--- config.mk ---
export PLATFORM = sky130hd
export DESIGN_NAME = stream_arb2_flat
export DESIGN_NICKNAME = d
export VERILOG_FILES = /design/src/rtl/stream_arb2_pkg.sv /design/src/rtl/stream_arb2_if.sv /design/src/rtl/stream_arb2_sat_cnt.sv /design/src/rtl/stream_arb2.sv /design/src/flat_wrapper.sv
export SDC_FILE = /design/constraint.sdc
export NUM_CORES = 1
export LEC_CHECK = 0
export ABC_AREA = 1
export CORE_ASPECT_RATIO = 1.5
export CORE_MARGIN = 2
export CORE_UTILIZATION = 48
export DETAILED_ROUTE_END_ITERATION = 10
export GPL_TIMING_DRIVEN = 0
export HOLD_SLACK_MARGIN = 0.06
export PLACE_DENSITY = 0.79
export SLEW_MARGIN = 0
export SYNTH_ARGS = -nofsm -noshare
export SYNTH_HDL_FRONTEND = slang
export SYNTH_HIERARCHICAL = 1
export SYNTH_SLANG_ARGS = --single-unit
--- constraint.sdc ---
create_clock -name clk -period 2.6 [get_ports clk]
set_clock_uncertainty 0.2 [all_clocks]
set_input_delay 0.52 -clock clk [delete_from_list [all_inputs] [get_ports clk]]
set_output_delay 0.52 -clock clk [all_outputs]
set_load 0.01 [all_outputs]
--- src/rtl/stream_arb2_pkg.sv ---
// -----------------------------------------------------------------------------
// stream_arb_pkg
// Shared definitions for the two-source round-robin stream arbiter.
//   DEF_DATA_W : default data word width
//   DEF_CNT_W  : default saturating grant-counter width
//   word_t     : one data word at the default width
//   src_e      : source identifier used for grant, last-grant pointer and sel
// -----------------------------------------------------------------------------
package stream_arb_pkg;

  localparam int DEF_DATA_W = 4;
  localparam int DEF_CNT_W  = 8;

  typedef logic [DEF_DATA_W-1:0] word_t;

  typedef enum logic {
    SRC0 = 1'b0,
    SRC1 = 1'b1
  } src_e;

endpackage : stream_arb_pkg

--- src/rtl/stream_arb2_if.sv ---
// -----------------------------------------------------------------------------
// stream_arb2_if
// Bundles the two producer handshakes, the consumer handshake, the selector
// control line and the debug counters of stream_arb2.
//   d0/v0/r0, d1/v1/r1 : producer valid/ready channels
//   y/y_valid/y_ready  : registered consumer channel
//   sel                : select of the last accepted word (0 = d0, 1 = d1)
//   cnt0/cnt1          : saturating per-source accept counts
// Modports:
//   slave  : the arbiter side
//   master : the environment side (producers, consumer, observers)
// -----------------------------------------------------------------------------
interface stream_arb2_if
  import stream_arb_pkg::*;
#(
  parameter int DATA_W = DEF_DATA_W,
  parameter int CNT_W  = DEF_CNT_W
);

  logic [DATA_W-1:0] d0;
  logic              v0;
  logic              r0;
  logic [DATA_W-1:0] d1;
  logic              v1;
  logic              r1;
  logic [DATA_W-1:0] y;
  logic              y_valid;
  logic              y_ready;
  logic              sel;
  logic [CNT_W-1:0]  cnt0;
  logic [CNT_W-1:0]  cnt1;

  modport slave (
    input  d0, v0, d1, v1, y_ready,
    output r0, r1, y, y_valid, sel, cnt0, cnt1
  );

  modport master (
    output d0, v0, d1, v1, y_ready,
    input  r0, r1, y, y_valid, sel, cnt0, cnt1
  );

endinterface : stream_arb2_if

--- src/rtl/stream_arb2_sat_cnt.sv ---
// -----------------------------------------------------------------------------
// sat_cnt
// Up-counter that sticks at its all-ones value instead of wrapping.
//   clk   : clock, rising edge
//   rst_n : asynchronous active-low reset, clears the count
//   inc   : add one on the next rising edge (ignored once saturated)
//   q     : current count
// -----------------------------------------------------------------------------
module sat_cnt #(
  parameter int CNT_W = 8
) (
  input  logic             clk,
  input  logic             rst_n,
  input  logic             inc,
  output logic [CNT_W-1:0] q
);

  logic [CNT_W-1:0] cnt_q;
  logic [CNT_W-1:0] cnt_d;

  always_comb begin
    cnt_d = cnt_q;
    if (inc && (cnt_q != {CNT_W{1'b1}})) begin
      cnt_d = cnt_q + 1'b1;
    end
  end

  always_ff @(posedge clk or negedge rst_n) begin
    if (!rst_n) begin
      cnt_q <= '0;
    end else begin
      cnt_q <= cnt_d;
    end
  end

  assign q = cnt_q;

endmodule : sat_cnt

--- src/rtl/stream_arb2.sv ---
// -----------------------------------------------------------------------------
// stream_arb2
// Two-source round-robin arbiter with a registered output stage, placed
// directly upstream of a 2:1 data selector.
//   clk   : clock, all state updates on the rising edge
//   rst_n : asynchronous active-low reset
//   bus   : stream_arb2_if.slave
//           d0/v0/r0, d1/v1/r1 producer handshakes,
//           y/y_valid/y_ready registered consumer handshake,
//           sel selector control, cnt0/cnt1 saturating accept counts
// The output register loads whenever it is empty or being drained, so a word
// can leave and a new one enter on the same edge (one word per cycle).
// -----------------------------------------------------------------------------
module stream_arb2
  import stream_arb_pkg::*;
#(
  parameter int DATA_W = DEF_DATA_W,
  parameter int CNT_W  = DEF_CNT_W
) (
  input  logic           clk,
  input  logic           rst_n,
  stream_arb2_if.slave   bus
);

  // Output stage and round-robin state.
  logic [DATA_W-1:0] y_q,       y_d;
  logic              y_valid_q, y_valid_d;
  src_e              sel_q,     sel_d;
  src_e              last_q,    last_d;

  // Arbitration.
  logic ld;
  src_e grant;
  logic r0_w;
  logic r1_w;
  logic xfer0;
  logic xfer1;

  // The register can take a word when it is empty or its word leaves now.
  assign ld = ~y_valid_q | bus.y_ready;

  always_comb begin
    // NOTE: every signal written here gets a default first, so no path
    // leaves it unassigned and no latch is inferred.
    grant = SRC0;
    if (bus.v0 && bus.v1) begin
      // Contention: the source that did not win last time goes now.
      grant = (last_q == SRC0) ? SRC1 : SRC0;
    end else if (bus.v1) begin
      grant = SRC1;
    end
  end

  // Readies depend on the valids (through grant) but never the reverse.
  assign r0_w  = ld & bus.v0 & (grant == SRC0);
  assign r1_w  = ld & bus.v1 & (grant == SRC1);
  assign xfer0 = bus.v0 & r0_w;
  assign xfer1 = bus.v1 & r1_w;

  always_comb begin
    y_d       = y_q;
    y_valid_d = y_valid_q;
    sel_d     = sel_q;
    last_d    = last_q;
    if (xfer0) begin
      y_d       = bus.d0;
      y_valid_d = 1'b1;
      sel_d     = SRC0;
      last_d    = SRC0;
    end else if (xfer1) begin
      y_d       = bus.d1;
      y_valid_d = 1'b1;
      sel_d     = SRC1;
      last_d    = SRC1;
    end else if (y_valid_q && bus.y_ready) begin
      // Drain with nothing to replace it: data and sel keep their values.
      y_valid_d = 1'b0;
    end
  end

  always_ff @(posedge clk or negedge rst_n) begin
    if (!rst_n) begin
      y_q       <= '0;
      y_valid_q <= 1'b0;
      sel_q     <= SRC0;
      // Pointer starts at source 1 so source 0 wins the first contest.
      last_q    <= SRC1;
    end else begin
      // NOTE: registers take non-blocking assignments so every flop samples
      // the pre-edge values regardless of statement order.
      y_q       <= y_d;
      y_valid_q <= y_valid_d;
      sel_q     <= sel_d;
      last_q    <= last_d;
    end
  end

  sat_cnt #(
    .CNT_W (CNT_W)
  ) u_cnt0 (
    .clk   (clk),
    .rst_n (rst_n),
    .inc   (xfer0),
    .q     (bus.cnt0)
  );

  sat_cnt #(
    .CNT_W (CNT_W)
  ) u_cnt1 (
    .clk   (clk),
    .rst_n (rst_n),
    .inc   (xfer1),
    .q     (bus.cnt1)
  );

  assign bus.r0      = r0_w;
  assign bus.r1      = r1_w;
  assign bus.y       = y_q;
  assign bus.y_valid = y_valid_q;
  assign bus.sel     = sel_q;

endmodule : stream_arb2

--- src/flat_wrapper.sv ---
// flat-port wrapper written by rule: the top's interface ports become plain ports
module stream_arb2_flat import stream_arb_pkg::*;
#(
  parameter int DATA_W = DEF_DATA_W,
  parameter int CNT_W  = DEF_CNT_W
)
  (clk, rst_n, bus_d0, bus_v0, bus_d1, bus_v1, bus_y_ready, bus_r0, bus_r1, bus_y, bus_y_valid, bus_sel, bus_cnt0, bus_cnt1);
  stream_arb2_if #(.DATA_W(DATA_W), .CNT_W(CNT_W)) bus_i ();
  input  logic clk;
  input  logic rst_n;
  input wire logic [$bits(bus_i.d0)-1:0] bus_d0;
  input wire logic [$bits(bus_i.v0)-1:0] bus_v0;
  input wire logic [$bits(bus_i.d1)-1:0] bus_d1;
  input wire logic [$bits(bus_i.v1)-1:0] bus_v1;
  input wire logic [$bits(bus_i.y_ready)-1:0] bus_y_ready;
  output wire logic [$bits(bus_i.r0)-1:0] bus_r0;
  output wire logic [$bits(bus_i.r1)-1:0] bus_r1;
  output wire logic [$bits(bus_i.y)-1:0] bus_y;
  output wire logic [$bits(bus_i.y_valid)-1:0] bus_y_valid;
  output wire logic [$bits(bus_i.sel)-1:0] bus_sel;
  output wire logic [$bits(bus_i.cnt0)-1:0] bus_cnt0;
  output wire logic [$bits(bus_i.cnt1)-1:0] bus_cnt1;
  assign bus_i.d0 = bus_d0;
  assign bus_i.v0 = bus_v0;
  assign bus_i.d1 = bus_d1;
  assign bus_i.v1 = bus_v1;
  assign bus_i.y_ready = bus_y_ready;
  assign bus_r0 = bus_i.r0;
  assign bus_r1 = bus_i.r1;
  assign bus_y = bus_i.y;
  assign bus_y_valid = bus_i.y_valid;
  assign bus_sel = bus_i.sel;
  assign bus_cnt0 = bus_i.cnt0;
  assign bus_cnt1 = bus_i.cnt1;
  stream_arb2 #(.DATA_W(DATA_W), .CNT_W(CNT_W)) u_core (.clk(clk), .rst_n(rst_n), .bus(bus_i));
endmodule
# ---- Yosys cells after proc, flatten, opt, wreduce, memory -nomap -nowiden
# Index checks and enable logic that the tools add are counted.
dict set report totals {
  ff_bits 23
  output_inout_bits 24
}
dict set report classes {
  add_sub_neg 2
  n_eq_ne 2
  muxes 10
  n_bitwise 9
  reduce_logical 6
}
# operator count
set op_table {}
lappend op_table {{adder 8 x 1 -> 8 bit (second input constant)} 2}
lappend op_table {{!= test 8 bit (second input constant)} 2}
lappend op_table {{two-way mux 1 bit} 8}
lappend op_table {{two-way mux 4 bit} 2}
lappend op_table {{bitwise AND 1 bit} 6}
lappend op_table {{logical AND 1 bit} 4}
lappend op_table {{nonzero test 3 bit} 1}
lappend op_table {{inverter 1 bit} 2}
lappend op_table {{nonzero test 2 bit} 1}
lappend op_table {{OR 1 bit} 1}

# ---- Longest topological paths before layout
dict set report logic_depth {
  depth_word 7
  mapped_depth 11
  depth_no_buf 10
}

# ---- Hierarchy
# The synthesis kept the hierarchy.
# module instances cells_each area_each_um2 seq_area_each_um2
set modules_own_cells {}
lappend modules_own_cells {sat_cnt 2 63 483.0 200.2}
lappend modules_own_cells {stream_arb2 1 57 422.9 176.4}

# ---- Worst setup path before layout
# Ideal clock, no wire load.
dict set report synth_timing {
  path_kind {input port to flip-flop}
  from {in bus_v0}
  to {reg u_core.u_cnt0.cnt_q[7], in the netlist u_core/u_cnt0/q[7]}
  arrival_ns 1.595
  t_required_ns 2.281
  slack_ns 0.687
  cell_stages 10
  cell_sequence {buf_6 > nand2_4 > nand2_4 > inv_1 > nor2_1 > nand2_1 > nor2_2 > nand3_1 > nand2_1 > nand2_1}
}
dict set report synth_between {
  elab_chain_cells 6
  elab_cells_between_ends 7
}
# element line_no
set synth_rtl {}
lappend synth_rtl {{start: declaration} flat_wrapper.sv:12} ;# input wire logic [$bits(bus_i.v0)-1:0] bus_v0;
lappend synth_rtl {{logical AND 1 bit} stream_arb2.sv:46} ;# if (bus.v0 && bus.v1) begin
lappend synth_rtl {{two-way mux 1 bit} stream_arb2.sv:46}
lappend synth_rtl {{inverter 1 bit} stream_arb2.sv:55} ;# assign r0_w = ld & bus.v0 & (grant == SRC0);
lappend synth_rtl {{bitwise AND 1 bit} stream_arb2.sv:55}
lappend synth_rtl {{bitwise AND 1 bit *} stream_arb2.sv:57} ;# assign xfer0 = bus.v0 & r0_w;
lappend synth_rtl {{named net u_core.xfer0} stream_arb2.sv:36} ;# logic xfer0;
lappend synth_rtl {{logical AND 1 bit *} stream_arb2_sat_cnt.sv:23} ;# if (inc && (cnt_q != {CNT_W{1'b1}})) begin
lappend synth_rtl {{end signal: assignment} stream_arb2_sat_cnt.sv:32} ;# cnt_q <= cnt_d;
lappend synth_rtl {{end: declaration} stream_arb2_sat_cnt.sv:18} ;# logic [CNT_W-1:0] cnt_q;
# The timed path passes the listed nets; every way through them passes the cells marked *.
# A chain may end at the register's enable or synchronous reset.

# ---- Final worst setup path
dict set report layout_timing {
  from {in bus_y_ready}
  to {out bus_r1}
}
dict set report layout_between {
  elab_chain_cells 3
}
# element line_no
set layout_rtl {}
lappend layout_rtl {{start: declaration} flat_wrapper.sv:15} ;# input wire logic [$bits(bus_i.y_ready)-1:0] bus_y_ready;
lappend layout_rtl {{OR 1 bit} stream_arb2.sv:40} ;# assign ld = ~y_valid_q | bus.y_ready;
lappend layout_rtl {{bitwise AND 1 bit (2 in a row)} stream_arb2.sv:56} ;# assign r1_w = ld & bus.v1 & (grant == SRC1);
lappend layout_rtl {{end: declaration} flat_wrapper.sv:17} ;# output wire logic [$bits(bus_i.r1)-1:0] bus_r1;
# No other way between the ends.

==> impl_results.md <==
* Status: completed
* Area fraction in compound gates after synthesis at 2.61%
* Min-Delay Path Class: reg -> reg
* Pwr per Cell Area at around 700 nW/um^2
* Post-synthesis adder-cell area fraction at under 10%
* Placed cell count at ~260
* Hold Startpoint: u_core/bus.y[0]$_DFFE_PN0P_
* Clock Sinks at 23
* Vias in the first global route at approximately 1300
* Layout cells sized above 1 at 11.3%
* Synth Area in XOR/XNOR at about 2.5%
* Final GP Congestion at just over 0.8
* Mapped Area at approximately 1400 um^2
* Relative slew margins at a little under a third
* Met3 WL at slightly above 90 um
* CTS buffer count at 3
* Die W at approximately 48 um
* Ant. Diodes at 0
* Worst path bufs/invs at 4
* DP Area at around 1800 um^2
* Core area at around 2700 um^2
* Starting Density at between 50 and 60%
* Slowest stage delay, CP at between 0.4 and 0.5 ns
* R2r startpoint: u_core/last_q$_DFFE_PN1P_
* Final setup violation count at 0
* Most common cell after layout, fill and taps aside: nand2_1
* Resized Gates After CTS at 2
* Most frequent cells in the layout: nand2_1 (72), clkdlybuf4s50_1 (33), inv_1 (23)
* Slew Viols, Final at 0
* Area grow syn2layout at 31.6%
* Setup CP Type: in -> out
* Clk buf depth at 2
* R2r endpoint: u_core/u_cnt0/q[7]$_DFFE_PN0P_
* FF+latch area at slightly below 600 um^2
* Switching share of power at between 30 and 40%
* Clk pin slew, worst setup/hold paths at around 0.08 ns
* Comb pwr share at around two fifths
* Number of max-cap violations at 0
* Root buffer selected by CTS: clkbuf_8
* Routed met1 length at around 1.1 mm
* EDFF count, synth at 0
* Clk_lat worst skew at 0.26 ns
* Max layer used: met4
* Final net count at 238
* TritonRoute pass-1 iters at 4
* Worst EP arrival at around 1.7 ns
* Met2 wire len at 1.58 mm
* Largest family of logic cells by synthesized area: simple AND/OR/NAND/NOR gates
* Hold Buf Count CTS at 0
* Crit-path slowest cell: clkdlybuf4s50_1
* Post-CTS setup buffers at 0
* CP delay by family, top: buffers and inverters
* Netlist cell types at 24
* DP HPWL at 2.25 mm
* Syn Inst Count at ~180
* Clk pwr share at about 17%
* Fin crit share at just over 90%
* TritonCTS clock tree: built
* Number of I/O pins at 37
* Prevailing post-synth register cell: dfrtp_1
* Row count at 23
* Crit start category: primary input
* Crit Path Max Fanout at 8
* Mux contribution to synthesized area at 0%
* Die Span Y at between 60 and 70 um
* Synth Area in Simple Gates at a little over two fifths
* First-pass GRT wire length at around 5.1 mm
* Antenna viol nets, final at 0
* Die area at 3350 um^2
* Maximum clock frequency at between 400 and 500 MHz
* Peak VDD IR at ~0.38 mV
* Final cell area excluding filler cells at around 1800 um^2
* Crit-path cells: clkdlybuf4s50_1, inv_1, nand2_2, inv_1, nor2_1, dlygate4sd2_1
* Post-Layout Cell Count at between 200 and 300
* FFs w/ async S/R, synth at 100%
* WHS Endpoint: u_core/bus.y[0]$_DFFE_PN0P_
* Final Critical Period at between 2 and 2.5 ns
* RSZ-0062 raised after global routing: false
* Cells on worst reg2reg path at 9
* WL/cell at 10.9 um
* Post-synthesis sequential area ratio at 41.5%
* Final Hold Viols at 0
* Initial DRC count at 24
* Vias at approximately 1200
* Worst slew pin tran at 1.02 ns
* PortBufs at 35
* Largest net degree at the start of global routing at 24
* Net switching power at between 0.0004 and 0.0005 W
* Reg power frac at between 40% and 50%
* Yosys warns at 6
* Total grt overflow at 0
* Pint at between 0.0008 and 0.0009 W
* Remaining DRCs at 0
* Via density per instance at 4.80
* CTS H-tree depth at 1
* Synthesis-stage register bit count at 23
* Final wirelength at 2.83 mm
* Fillers at roughly 260
* Reg2Reg Setup Slack at just over 0.6 ns
* Area taken by multi-input logic gates at 698 um^2
* Worst hold path cell count at 2
* Avg Inst Size Synth at 7.59 um^2
* Top cell by count, worst path: inv_1
* Net count after synthesis at between 150 and 200
* Req. time, crit path at between 1.5 and 2 ns
* Critical path endpoint category: output pin
* Gr usage total at 20.4%
* Initial antenna violation count at 0
* Leak Pwr at around 0.90 nW
==> how the worst max path moves through the flow <==
stage                      startpoint                        endpoint  cells after the start
after floorplan                bus_v0  u_core/u_cnt0/q[7]$_DFFE_PN0P_                     10
after global placement    bus_y_ready                          bus_r1                      6
after detailed placement  bus_y_ready                          bus_r1                      6
after CTS                 bus_y_ready                          bus_r1                      6
after global routing      bus_y_ready                          bus_r1                      6
final                     bus_y_ready                          bus_r1                      6
==> power groups by stage <==
stage,sequential (W),combinational [W],clock (W)
after CTS,0.000566,0.000505,0.000227
final,0.000565,0.000498,0.000221
after global placement,0.000569,0.000492,0
after detailed placement,0.000573,0.000504,0
after floorplan,0.000595,0.000223,0
after global routing,0.000585,0.000555,0.000244
==> cell usage after synthesis (2+ instances only) <==
| cell | count | share of area [%] |
|---|---|---|
| a21oi_1 | 2 | 0.72 |
| dfrtp_1 | 22 | 40 |
| ha_1 | 2 | 1.8 |
| inv_1 | 23 | 6.2 |
| inv_4 | 2 | 0.90 |
| nand2_1 | 72 | 19 |
| nand2_2 | 3 | 1.4 |
| nand2_4 | 4 | 3.2 |
| nand2_8 | 2 | 2.9 |
| nand3_1 | 10 | 3.6 |
| nand4_1 | 4 | 1.8 |
| nor2_1 | 16 | 4.3 |
| nor2_2 | 2 | 0.90 |
| nor2_4 | 4 | 3.2 |
| nor3_1 | 2 | 0.72 |
| nor3b_1 | 2 | 1.1 |
| o21ai_0 | 2 | 0.72 |
| xnor2_1 | 2 | 1.3 |
| xor2_1 | 2 | 1.3 |
==> sequential cells by signal, indices dropped and copies added, names as in the netlist <==
name,cells
u_core/bus.y,4
u_core/last_q,1
u_core/u_cnt0/q,8
u_core/bus.sel,1
u_core/u_cnt1/q,8
u_core/bus.y_valid,1
==> cell type report <==
class,instances,area share (%)
multi-input combinational,133,38.2
sequential,23,31.6
inverter,26,5.61
timing repair buffer,35,19.0
clock buffer,4,2.46
buffer,1,0.616
tap,37,2.53
==> layer usage <==
| metal | up-vias | global-route usage, % |
|---|---|---|
| met2 | 29 | 34.7 |
| li1 | 638 | - |
| met5 | - | 0 |
| met3 | 4 | 2.07 |
| met1 | 573 | 23.8 |
| met4 | 0 | 9.91 |
==> logic make-up after synthesis <==
| logic type | count (synthesis) |
|---|---|
| AND/OR/NAND/NOR | 122 |
| buffers and inverters | 27 |
| flip-flops | 23 |
| AO/OA/AOI/OAI | 5 |
| XOR/XNOR | 4 |
| adder cells (fa/ha/maj) | 2 |
==> tightest hold or removal path: stages, from the launching register on <==
cell	delay [ns]
dfrtp_1	0.35
nand2_1	0.05
nand2_1	0.06
==> metrics by stage <==
| step | setup TNS [ns] | total power, W | util [%] | hold WS [ns] | worst slack, ns |
|---|---|---|---|---|---|
| detailed placement | -0.200 | 0.00108 | 66.0 | 0.272 | -0.108 |
| global route | 0 | 0.00138 | 67.6 | 0.317 | 0.0551 |
| CTS | 0 | 0.00130 | 67.6 | 0.298 | 0.159 |
| floorplan | 0 | 0.000818 | - | 0.0244 | 0.687 |
| finish | 0 | 0.00128 | 67.6 | 0.291 | 0.170 |
| global placement | -0.126 | 0.00106 | 66.0 | 0.265 | -0.0821 |
(Power assumes the default switching activity.)
